### src/rtl/cpu_pkg.sv
// Shared decode constants, field positions and the ID/EX payload type.
package cpu_pkg;

   localparam int unsigned ID_DAT_WIDTH = 32;
   localparam int unsigned ID_ADD_WIDTH = 30;
   localparam int unsigned ID_REG_AW    = 5;

   localparam int unsigned OP_W     = 6;
   localparam int unsigned ALU_OP_W = 3;
   localparam int unsigned IMM_W    = 16;
   localparam int unsigned MEM_OP_W = 2;

   // Instruction field bit ranges
   localparam int unsigned OP_MSB  = 31;
   localparam int unsigned OP_LSB  = 26;
   localparam int unsigned RA_MSB  = 25;
   localparam int unsigned RA_LSB  = 21;
   localparam int unsigned RB_MSB  = 20;
   localparam int unsigned RB_LSB  = 16;
   localparam int unsigned RC_MSB  = 15;
   localparam int unsigned RC_LSB  = 11;
   localparam int unsigned IMM_MSB = 15;
   localparam int unsigned IMM_LSB = 0;

   // Opcode map; 0x00-0x07 are R-ALU, 0x08-0x0F are I-ALU
   localparam logic [OP_W-1:0] OP_ALU_R_MAX = 6'h07;
   localparam logic [OP_W-1:0] OP_ALU_I_MAX = 6'h0F;
   localparam logic [OP_W-1:0] OP_BE        = 6'h10;
   localparam logic [OP_W-1:0] OP_BNE       = 6'h11;
   localparam logic [OP_W-1:0] OP_JMP       = 6'h12;
   localparam logic [OP_W-1:0] OP_CALL      = 6'h13;
   localparam logic [OP_W-1:0] OP_LDW       = 6'h14;
   localparam logic [OP_W-1:0] OP_STW       = 6'h15;

   // ADD with a zero second operand doubles as "pass"
   localparam logic [ALU_OP_W-1:0]  ALU_ADD  = 3'd0;
   localparam logic [ID_REG_AW-1:0] LINK_REG = 5'd31;

   typedef enum logic [MEM_OP_W-1:0] {
      MEM_NONE  = 2'd0,
      MEM_LOAD  = 2'd1,
      MEM_STORE = 2'd2
   } mem_op_e;

   typedef struct packed {
      logic                    en;
      logic [ID_ADD_WIDTH-1:0] pc;
      logic [ALU_OP_W-1:0]     alu_op;
      logic [ID_DAT_WIDTH-1:0] alu_in_0;
      logic [ID_DAT_WIDTH-1:0] alu_in_1;
      mem_op_e                 mem_op;
      logic [ID_DAT_WIDTH-1:0] mem_wr_data;
      logic [ID_REG_AW-1:0]    dst_addr;
      logic                    gpr_we;
      logic                    illegal;
   } id_ex_t;

   localparam id_ex_t ID_EX_BUBBLE = '0;

   // Sign-extend the 16-bit immediate to the datapath width
   function automatic logic [ID_DAT_WIDTH-1:0] sext_imm(input logic [IMM_W-1:0] imm);
      return {{(ID_DAT_WIDTH - IMM_W){imm[IMM_W-1]}}, imm};
   endfunction

endpackage

### src/rtl/id_decoder.sv
// Combinational decode: operand selection, branch resolution and hazard detection.
// ID_FWD_EN: when defined, EX/MEM results are forwarded to the operands;
// otherwise operands come from the GPR file and any pending write stalls.
module id_decoder
   import cpu_pkg::*;
(
   input  logic [ID_ADD_WIDTH-1:0] if_pc_i,
   input  logic [ID_DAT_WIDTH-1:0] if_instru_i,
   input  logic                    if_en_i,
   output logic [ID_REG_AW-1:0]    gpr_rd_addr_0_o,
   output logic [ID_REG_AW-1:0]    gpr_rd_addr_1_o,
   input  logic [ID_DAT_WIDTH-1:0] gpr_rd_data_0_i,
   input  logic [ID_DAT_WIDTH-1:0] gpr_rd_data_1_i,
   input  logic                    ex_en_i,
   input  logic                    ex_gpr_we_i,
   input  logic                    ex_is_load_i,
   input  logic [ID_REG_AW-1:0]    ex_dst_addr_i,
   input  logic [ID_DAT_WIDTH-1:0] ex_fwd_data_i,
   input  logic                    mem_en_i,
   input  logic                    mem_gpr_we_i,
   input  logic [ID_REG_AW-1:0]    mem_dst_addr_i,
   input  logic [ID_DAT_WIDTH-1:0] mem_fwd_data_i,
   output id_ex_t                  dec_o,
   output logic                    br_taken_o,
   output logic [ID_ADD_WIDTH-1:0] br_addr_o,
   output logic                    ld_hazard_o
);

   logic [OP_W-1:0]         op;
   logic [ID_REG_AW-1:0]    ra;
   logic [ID_REG_AW-1:0]    rb;
   logic [ID_REG_AW-1:0]    rc;
   logic [ID_DAT_WIDTH-1:0] simm;
   logic [ID_DAT_WIDTH-1:0] opnd_a;
   logic [ID_DAT_WIDTH-1:0] opnd_b;
   logic [ID_ADD_WIDTH-1:0] rel_addr;
   logic [ID_ADD_WIDTH-1:0] link_pc;
   logic                    br_cond;

   assign op   = if_instru_i[OP_MSB:OP_LSB];
   assign ra   = if_instru_i[RA_MSB:RA_LSB];
   assign rb   = if_instru_i[RB_MSB:RB_LSB];
   assign rc   = if_instru_i[RC_MSB:RC_LSB];
   assign simm = sext_imm(if_instru_i[IMM_MSB:IMM_LSB]);

   assign gpr_rd_addr_0_o = ra;
   assign gpr_rd_addr_1_o = rb;

   // PC-relative target wraps modulo 2^30; link address skips the delay slot
   assign rel_addr = ID_ADD_WIDTH'(if_pc_i + ID_ADD_WIDTH'(1) + simm[ID_ADD_WIDTH-1:0]);
   assign link_pc  = ID_ADD_WIDTH'(if_pc_i + ID_ADD_WIDTH'(2));

`ifdef ID_FWD_EN
   logic ex_fwd_ok;
   logic mem_fwd_ok;

   // Loads in EX have no data yet, so they never forward
   assign ex_fwd_ok  = ex_en_i & ex_gpr_we_i & ~ex_is_load_i;
   assign mem_fwd_ok = mem_en_i & mem_gpr_we_i;

   // Operand select: EX result beats MEM result beats GPR file
   always_comb begin
      opnd_a = gpr_rd_data_0_i;
      opnd_b = gpr_rd_data_1_i;
      if (ex_fwd_ok && (ex_dst_addr_i == ra)) begin
         opnd_a = ex_fwd_data_i;
      end else if (mem_fwd_ok && (mem_dst_addr_i == ra)) begin
         opnd_a = mem_fwd_data_i;
      end
      if (ex_fwd_ok && (ex_dst_addr_i == rb)) begin
         opnd_b = ex_fwd_data_i;
      end else if (mem_fwd_ok && (mem_dst_addr_i == rb)) begin
         opnd_b = mem_fwd_data_i;
      end
   end

   assign ld_hazard_o = if_en_i & ex_en_i & ex_is_load_i & ex_gpr_we_i &
                        ((ex_dst_addr_i == ra) | (ex_dst_addr_i == rb));
`else
   logic ex_match;
   logic mem_match;
   logic unused_fwd;

   assign opnd_a = gpr_rd_data_0_i;
   assign opnd_b = gpr_rd_data_1_i;

   // Without forwarding, any in-flight write to a source must drain first
   assign ex_match  = ex_en_i & ex_gpr_we_i &
                      ((ex_dst_addr_i == ra) | (ex_dst_addr_i == rb));
   assign mem_match = mem_en_i & mem_gpr_we_i &
                      ((mem_dst_addr_i == ra) | (mem_dst_addr_i == rb));
   assign ld_hazard_o = if_en_i & (ex_match | mem_match);

   assign unused_fwd = ^{ex_is_load_i, ex_fwd_data_i, mem_fwd_data_i};
`endif

   // Opcode decode into the ID/EX payload plus branch condition/target
   always_comb begin
      dec_o        = ID_EX_BUBBLE;
      dec_o.en     = 1'b1;
      dec_o.pc     = if_pc_i;
      br_cond      = 1'b0;
      br_addr_o    = '0;
      if (op <= OP_ALU_R_MAX) begin
         dec_o.alu_op   = op[ALU_OP_W-1:0];
         dec_o.alu_in_0 = opnd_a;
         dec_o.alu_in_1 = opnd_b;
         dec_o.dst_addr = rc;
         dec_o.gpr_we   = 1'b1;
      end else if (op <= OP_ALU_I_MAX) begin
         dec_o.alu_op   = op[ALU_OP_W-1:0];
         dec_o.alu_in_0 = opnd_a;
         dec_o.alu_in_1 = simm;
         dec_o.dst_addr = rb;
         dec_o.gpr_we   = 1'b1;
      end else begin
         case (op)
            OP_BE: begin
               br_cond   = (opnd_a == opnd_b);
               br_addr_o = rel_addr;
            end
            OP_BNE: begin
               br_cond   = (opnd_a != opnd_b);
               br_addr_o = rel_addr;
            end
            OP_JMP: begin
               br_cond   = 1'b1;
               br_addr_o = opnd_a[ID_DAT_WIDTH-1:2];
            end
            OP_CALL: begin
               br_cond        = 1'b1;
               br_addr_o      = opnd_a[ID_DAT_WIDTH-1:2];
               dec_o.alu_op   = ALU_ADD;
               dec_o.alu_in_0 = {link_pc, 2'b00};
               dec_o.dst_addr = LINK_REG;
               dec_o.gpr_we   = 1'b1;
            end
            OP_LDW: begin
               dec_o.alu_op   = ALU_ADD;
               dec_o.alu_in_0 = opnd_a;
               dec_o.alu_in_1 = simm;
               dec_o.mem_op   = MEM_LOAD;
               dec_o.dst_addr = rb;
               dec_o.gpr_we   = 1'b1;
            end
            OP_STW: begin
               dec_o.alu_op      = ALU_ADD;
               dec_o.alu_in_0    = opnd_a;
               dec_o.alu_in_1    = simm;
               dec_o.mem_op      = MEM_STORE;
               dec_o.mem_wr_data = opnd_b;
            end
            default: begin
               dec_o.illegal = 1'b1;
            end
         endcase
      end
   end

   // A stalled or empty slot must not redirect fetch
   assign br_taken_o = br_cond & if_en_i & ~ld_hazard_o;

endmodule

### src/rtl/id_stage.sv
// Instruction decode stage: decoder plus the ID/EX pipeline register.
// ID_FWD_EN selects EX/MEM operand forwarding (default build: no forwarding).
module id_stage
   import cpu_pkg::*;
(
   input  logic                    clk_i,
   input  logic                    rst_i,
   input  logic [ID_ADD_WIDTH-1:0] if_pc_i,
   input  logic [ID_DAT_WIDTH-1:0] if_instru_i,
   input  logic                    if_en_i,
   input  logic                    stall_i,
   input  logic                    flush_i,
   output logic [ID_REG_AW-1:0]    gpr_rd_addr_0_o,
   output logic [ID_REG_AW-1:0]    gpr_rd_addr_1_o,
   input  logic [ID_DAT_WIDTH-1:0] gpr_rd_data_0_i,
   input  logic [ID_DAT_WIDTH-1:0] gpr_rd_data_1_i,
   input  logic                    ex_en_i,
   input  logic                    ex_gpr_we_i,
   input  logic                    ex_is_load_i,
   input  logic [ID_REG_AW-1:0]    ex_dst_addr_i,
   input  logic [ID_DAT_WIDTH-1:0] ex_fwd_data_i,
   input  logic                    mem_en_i,
   input  logic                    mem_gpr_we_i,
   input  logic [ID_REG_AW-1:0]    mem_dst_addr_i,
   input  logic [ID_DAT_WIDTH-1:0] mem_fwd_data_i,
   output logic                    br_taken_o,
   output logic [ID_ADD_WIDTH-1:0] br_addr_o,
   output logic                    ld_hazard_o,
   output logic [ID_ADD_WIDTH-1:0] id_pc_o,
   output logic                    id_en_o,
   output logic [ALU_OP_W-1:0]     id_alu_op_o,
   output logic [ID_DAT_WIDTH-1:0] id_alu_in_0_o,
   output logic [ID_DAT_WIDTH-1:0] id_alu_in_1_o,
   output logic [MEM_OP_W-1:0]     id_mem_op_o,
   output logic [ID_DAT_WIDTH-1:0] id_mem_wr_data_o,
   output logic [ID_REG_AW-1:0]    id_dst_addr_o,
   output logic                    id_gpr_we_o,
   output logic                    id_illegal_o
);

   id_ex_t dec;
   id_ex_t id_ex_d;
   id_ex_t id_ex_q;
   logic   ld_hazard;

   id_decoder u_decoder (
      .if_pc_i         (if_pc_i),
      .if_instru_i     (if_instru_i),
      .if_en_i         (if_en_i),
      .gpr_rd_addr_0_o (gpr_rd_addr_0_o),
      .gpr_rd_addr_1_o (gpr_rd_addr_1_o),
      .gpr_rd_data_0_i (gpr_rd_data_0_i),
      .gpr_rd_data_1_i (gpr_rd_data_1_i),
      .ex_en_i         (ex_en_i),
      .ex_gpr_we_i     (ex_gpr_we_i),
      .ex_is_load_i    (ex_is_load_i),
      .ex_dst_addr_i   (ex_dst_addr_i),
      .ex_fwd_data_i   (ex_fwd_data_i),
      .mem_en_i        (mem_en_i),
      .mem_gpr_we_i    (mem_gpr_we_i),
      .mem_dst_addr_i  (mem_dst_addr_i),
      .mem_fwd_data_i  (mem_fwd_data_i),
      .dec_o           (dec),
      .br_taken_o      (br_taken_o),
      .br_addr_o       (br_addr_o),
      .ld_hazard_o     (ld_hazard)
   );

   assign ld_hazard_o = ld_hazard;

   // ID/EX update priority: flush, stall (hold), hazard/empty bubble, issue
   always_comb begin
      id_ex_d = id_ex_q;
      if (flush_i) begin
         id_ex_d = ID_EX_BUBBLE;
      end else if (stall_i) begin
         id_ex_d = id_ex_q;
      end else if (ld_hazard || !if_en_i) begin
         id_ex_d = ID_EX_BUBBLE;
      end else begin
         id_ex_d = dec;
      end
   end

   // ID/EX pipeline register
   always_ff @(posedge clk_i or posedge rst_i) begin
      if (rst_i) begin
         id_ex_q <= ID_EX_BUBBLE;
      end else begin
         id_ex_q <= id_ex_d;
      end
   end

   assign id_pc_o          = id_ex_q.pc;
   assign id_en_o          = id_ex_q.en;
   assign id_alu_op_o      = id_ex_q.alu_op;
   assign id_alu_in_0_o    = id_ex_q.alu_in_0;
   assign id_alu_in_1_o    = id_ex_q.alu_in_1;
   assign id_mem_op_o      = MEM_OP_W'(id_ex_q.mem_op);
   assign id_mem_wr_data_o = id_ex_q.mem_wr_data;
   assign id_dst_addr_o    = id_ex_q.dst_addr;
   assign id_gpr_we_o      = id_ex_q.gpr_we;
   assign id_illegal_o     = id_ex_q.illegal;

endmodule

### config.mk
export PLATFORM = sky130hd
export DESIGN_NAME = id_stage
export DESIGN_NICKNAME = d
export VERILOG_FILES = /design/src/rtl/cpu_pkg.sv /design/src/rtl/id_decoder.sv /design/src/rtl/id_stage.sv
export SDC_FILE = /design/constraint.sdc
export NUM_CORES = 1
export LEC_CHECK = 0
export CORE_MARGIN = 2
export CORE_UTILIZATION = 50
export DETAILED_ROUTE_END_ITERATION = 8
export GPL_ROUTABILITY_DRIVEN = 0
export HOLD_SLACK_MARGIN = 0.02
export PLACE_DENSITY = 0.93
export SLEW_MARGIN = 5
export SYNTH_ARGS = -nofsm -noshare
export SYNTH_HDL_FRONTEND = slang
export SYNTH_HIERARCHICAL = 1
export SYNTH_SLANG_ARGS = --single-unit
### constraint.sdc
create_clock -name clk_i -period 8.3 [get_ports clk_i]
set_input_delay 2.075 -clock clk_i [delete_from_list [all_inputs] [get_ports clk_i]]
set_output_delay 2.075 -clock clk_i [all_outputs]
set_load 0.01 [all_outputs]
==> impl_metrics.ini <==
[run_status]
status = complete, no violations

[place]
numPortBuffers = 325
post_dp_cell_area_um2 = 14100
dp_hpwl_mm = 29.4

[yosys]
synth_area_leaders = dfrtp_1 (31%), nand4bb_1 (14%), nand2_1 (7.8%), a21oi_1 (7.6%), xor2_1 (4.8%)
synth-seq-area-share_pct = 30.9
ys_ff_latch = 139
yosys_most_used_dff = dfrtp_1
synth_nets = 1597
syn-cell-area_um2 = 11300
synth_cells = 1356
async_flop_share_pct = 100
ys_top_cells_by_count = nand2_1 (235), a21oi_1 (172), dfrtp_1 (139), nand4bb_1 (139), clkbuf_1 (87)
synthDistinctLibCells = 63
yosysMostFrequentCell = nand2_1
ys_warn_count = 6
synth.top_cell.area_share_pct = 30.9
yosysTopAreaCell = dfrtp_1
synth_edf_count = 0
syn_area_per_cell_um2 = 8.30

[clock_tree]
clock_latency_ns = 0.43
post_cts_resized = 0
cts_setup_buffers = 0
cts_max_level = 4
cts_hold_buf = 0
cts_inserted_buffers = 17
cts_buffer_depth = 2
cts.sinks = 139
path_clk_slew_ns = 0.07
ctsRootBufferMaster = clkbuf_16
cts_tree = yes

[floorplan]
dieArea_um2 = 23700
rows = 54
die_w_um = 154
initial_core_util_pct = 51.3
core_um2 = 22000
pin_count = 391
die_height_um = 154

[pwr]
p_leak_nw = 5.68
total_power_mw = 1.99
p_per_area_nw_per_um2 = 135
peakVddDrop_uv = 122

[routing]
drtAntennaViolNets = 0
drtIter0Drc = 1121
via_per_inst = 6.24
wl_per_cell_um = 22.4
wl_mm = 41.6
vias = 11600
drt_drc_violations_left = 0
dr.pass1.iters = 7

[job]
maxCapViolCount = 0

[worst_setup_path]
cp_max_fo = 4
setup.worst_path.start_class = input port
regToRegSetupSlack_ns = 7.48
worstPathArrival_ns = 5.93
path_class = in -> out
cp.required_ns = 6.23
endpoint_kind = output port

[finish]
drive_above_1_share_pct = 5.52
post-route-cell-area_um2 = 14700
fill_cells = 1720
area_growth_pct = 30.6
nets = 1803

[sta]
clock_skew_ns = 0
fin_setup_tns_ns = 0
rsz0062_at_grt = false
tightest_slew_ns = 1.24
fin_crit_ns = 8.00
slew_headroom_pct = 17.5
hold_ws_ns = 0.524
fin_crit_sh_pct = 96.4
fmax_mhz = 125
setup_viol = 0
hold_viol = 0
drv_slew = 0

[global_routing]
grt_max_degree = 176
antenna_found_initial = 2
grt_usage_pct = 34.0
grt_pass1_vias = 11200
grt_pass1_wl_mm = 63.2
gr-total-overflow = 0

[min_path]
min_path_type = reg -> reg
==> metrics by stage <==
stage / cells / worst slack (ns) / util (%)
floorplan: 1356 / 1.83 / -
global placement: 1823 / 0.401 / 64.1
detailed placement: 1823 / 0.354 / 64.1
CTS: 1855 / 0.320 / 66.9
global route: 1857 / 0.0876 / 66.9
finish: 1857 / 0.298 / 66.9
==> state kept, by name, summed over array words and instances, names as in the netlist <==
| register | flops |
|---|---|
| id_alu_in_0_o | 32 |
| id_alu_in_1_o | 32 |
| id_alu_op_o | 3 |
| id_dst_addr_o | 5 |
| id_en_o | 1 |
| id_gpr_we_o | 1 |
| id_illegal_o | 1 |
| id_mem_op_o | 2 |
| id_mem_wr_data_o | 32 |
| id_pc_o | 30 |
==> worst max-delay path, cell delays in order <==
cell and delay, ns:
clkdlybuf4s50_1 0.55, inv_1 0.10, ha_1 0.23, fa_1 0.38
nor2b_1 0.19, o31a_1 0.22, o211ai_1 0.19, o221ai_1 0.38
a22o_2 0.28, a211oi_2 0.10, or4_1 0.48, o211ai_1 0.13
clkdlybuf4s50_1 0.60
==> layout by cell type (no fill, tap or decap), types with 4 or more instances in the layout <==
cell type / count
nor2_1: 66
nor2b_1: 5
ha_1: 30
nand2_2: 10
mux2i_1: 4
o31ai_1: 6
nand2_1: 235
o211ai_1: 6
nor4_1: 9
xnor2_1: 40
a21oi_1: 171
and2_1: 38
nand3_1: 18
xor2_1: 62
a211oi_1: 5
clkdlybuf4s50_1: 322
nand2b_1: 6
o21ai_0: 68
nand4_1: 15
a21oi_2: 10
inv_6: 4
o21a_1: 5
buf_4: 19
a21o_1: 33
dfrtp_1: 139
a31oi_1: 4
clkbuf_16: 17
inv_1: 15
nor3_1: 15
nand4bb_1: 139
==> cell families (layout without fill, tap and decap cells) <==
kind of cell	count (synthesis)	after routing	synth area share, %
AO/OA/AOI/OAI	334	334	17.4
XOR/XNOR	102	102	7.94
adder cells (fa/ha/maj)	31	31	3.51
buffers and inverters	171	390	8.77
flip-flops	139	139	30.9
multiplexers	4	4	0.356
other	1	3	0.0333
AND/OR/NAND/NOR	574	574	31.1
==> final cells by class <==
class | instances | area [um2] | share of cell area, %
well taps | 280 | 350 | 2.38
repair buffers | 342 | 3380 | 23.0
diodes | 2 | 5.00 | 0.0341
clock inverters | 15 | 180 | 1.23
flip-flops and latches | 139 | 3480 | 23.7
clock buffers | 17 | 425 | 2.90
inverters | 16 | 65.1 | 0.443
multi-input cells | 1046 | 6810 | 46.4
==> per-layer routing <==
layer  up-vias  global-route usage (%)  routed length [um]
met5         -                       0                   0
met2       757                    54.2               19100
met4         0                    17.8                2030
li1       5160                       -                   -
met1      5537                    43.0               16400
met3       136                    7.98                4190
==> worst paths after layout <==
kind	start	to	depth (start not counted)
setup / recovery	if_pc_i[0]	br_addr_o[28]	13
max in group asynchronous	rst_i	id_alu_in_1_o[28]	3
hold / removal	id_alu_in_0_o[3]	id_alu_in_0_o[3]	2
hold reg to reg	id_alu_in_0_o[3]	id_alu_in_0_o[3]	2
setup reg to reg	id_en_o	id_en_o	2
min in group asynchronous	rst_i	id_alu_in_0_o[0]	2
==> power breakdown <==
| part | total, mW | switching [mW] | internal, mW |
|---|---|---|---|
| registers | 0.698 | 0.00777 | 0.690 |
| logic | 0.497 | 0.281 | 0.216 |
| clock network | 0.792 | 0.361 | 0.430 |
No activity file was read; power rests on OpenSTA's default activity.
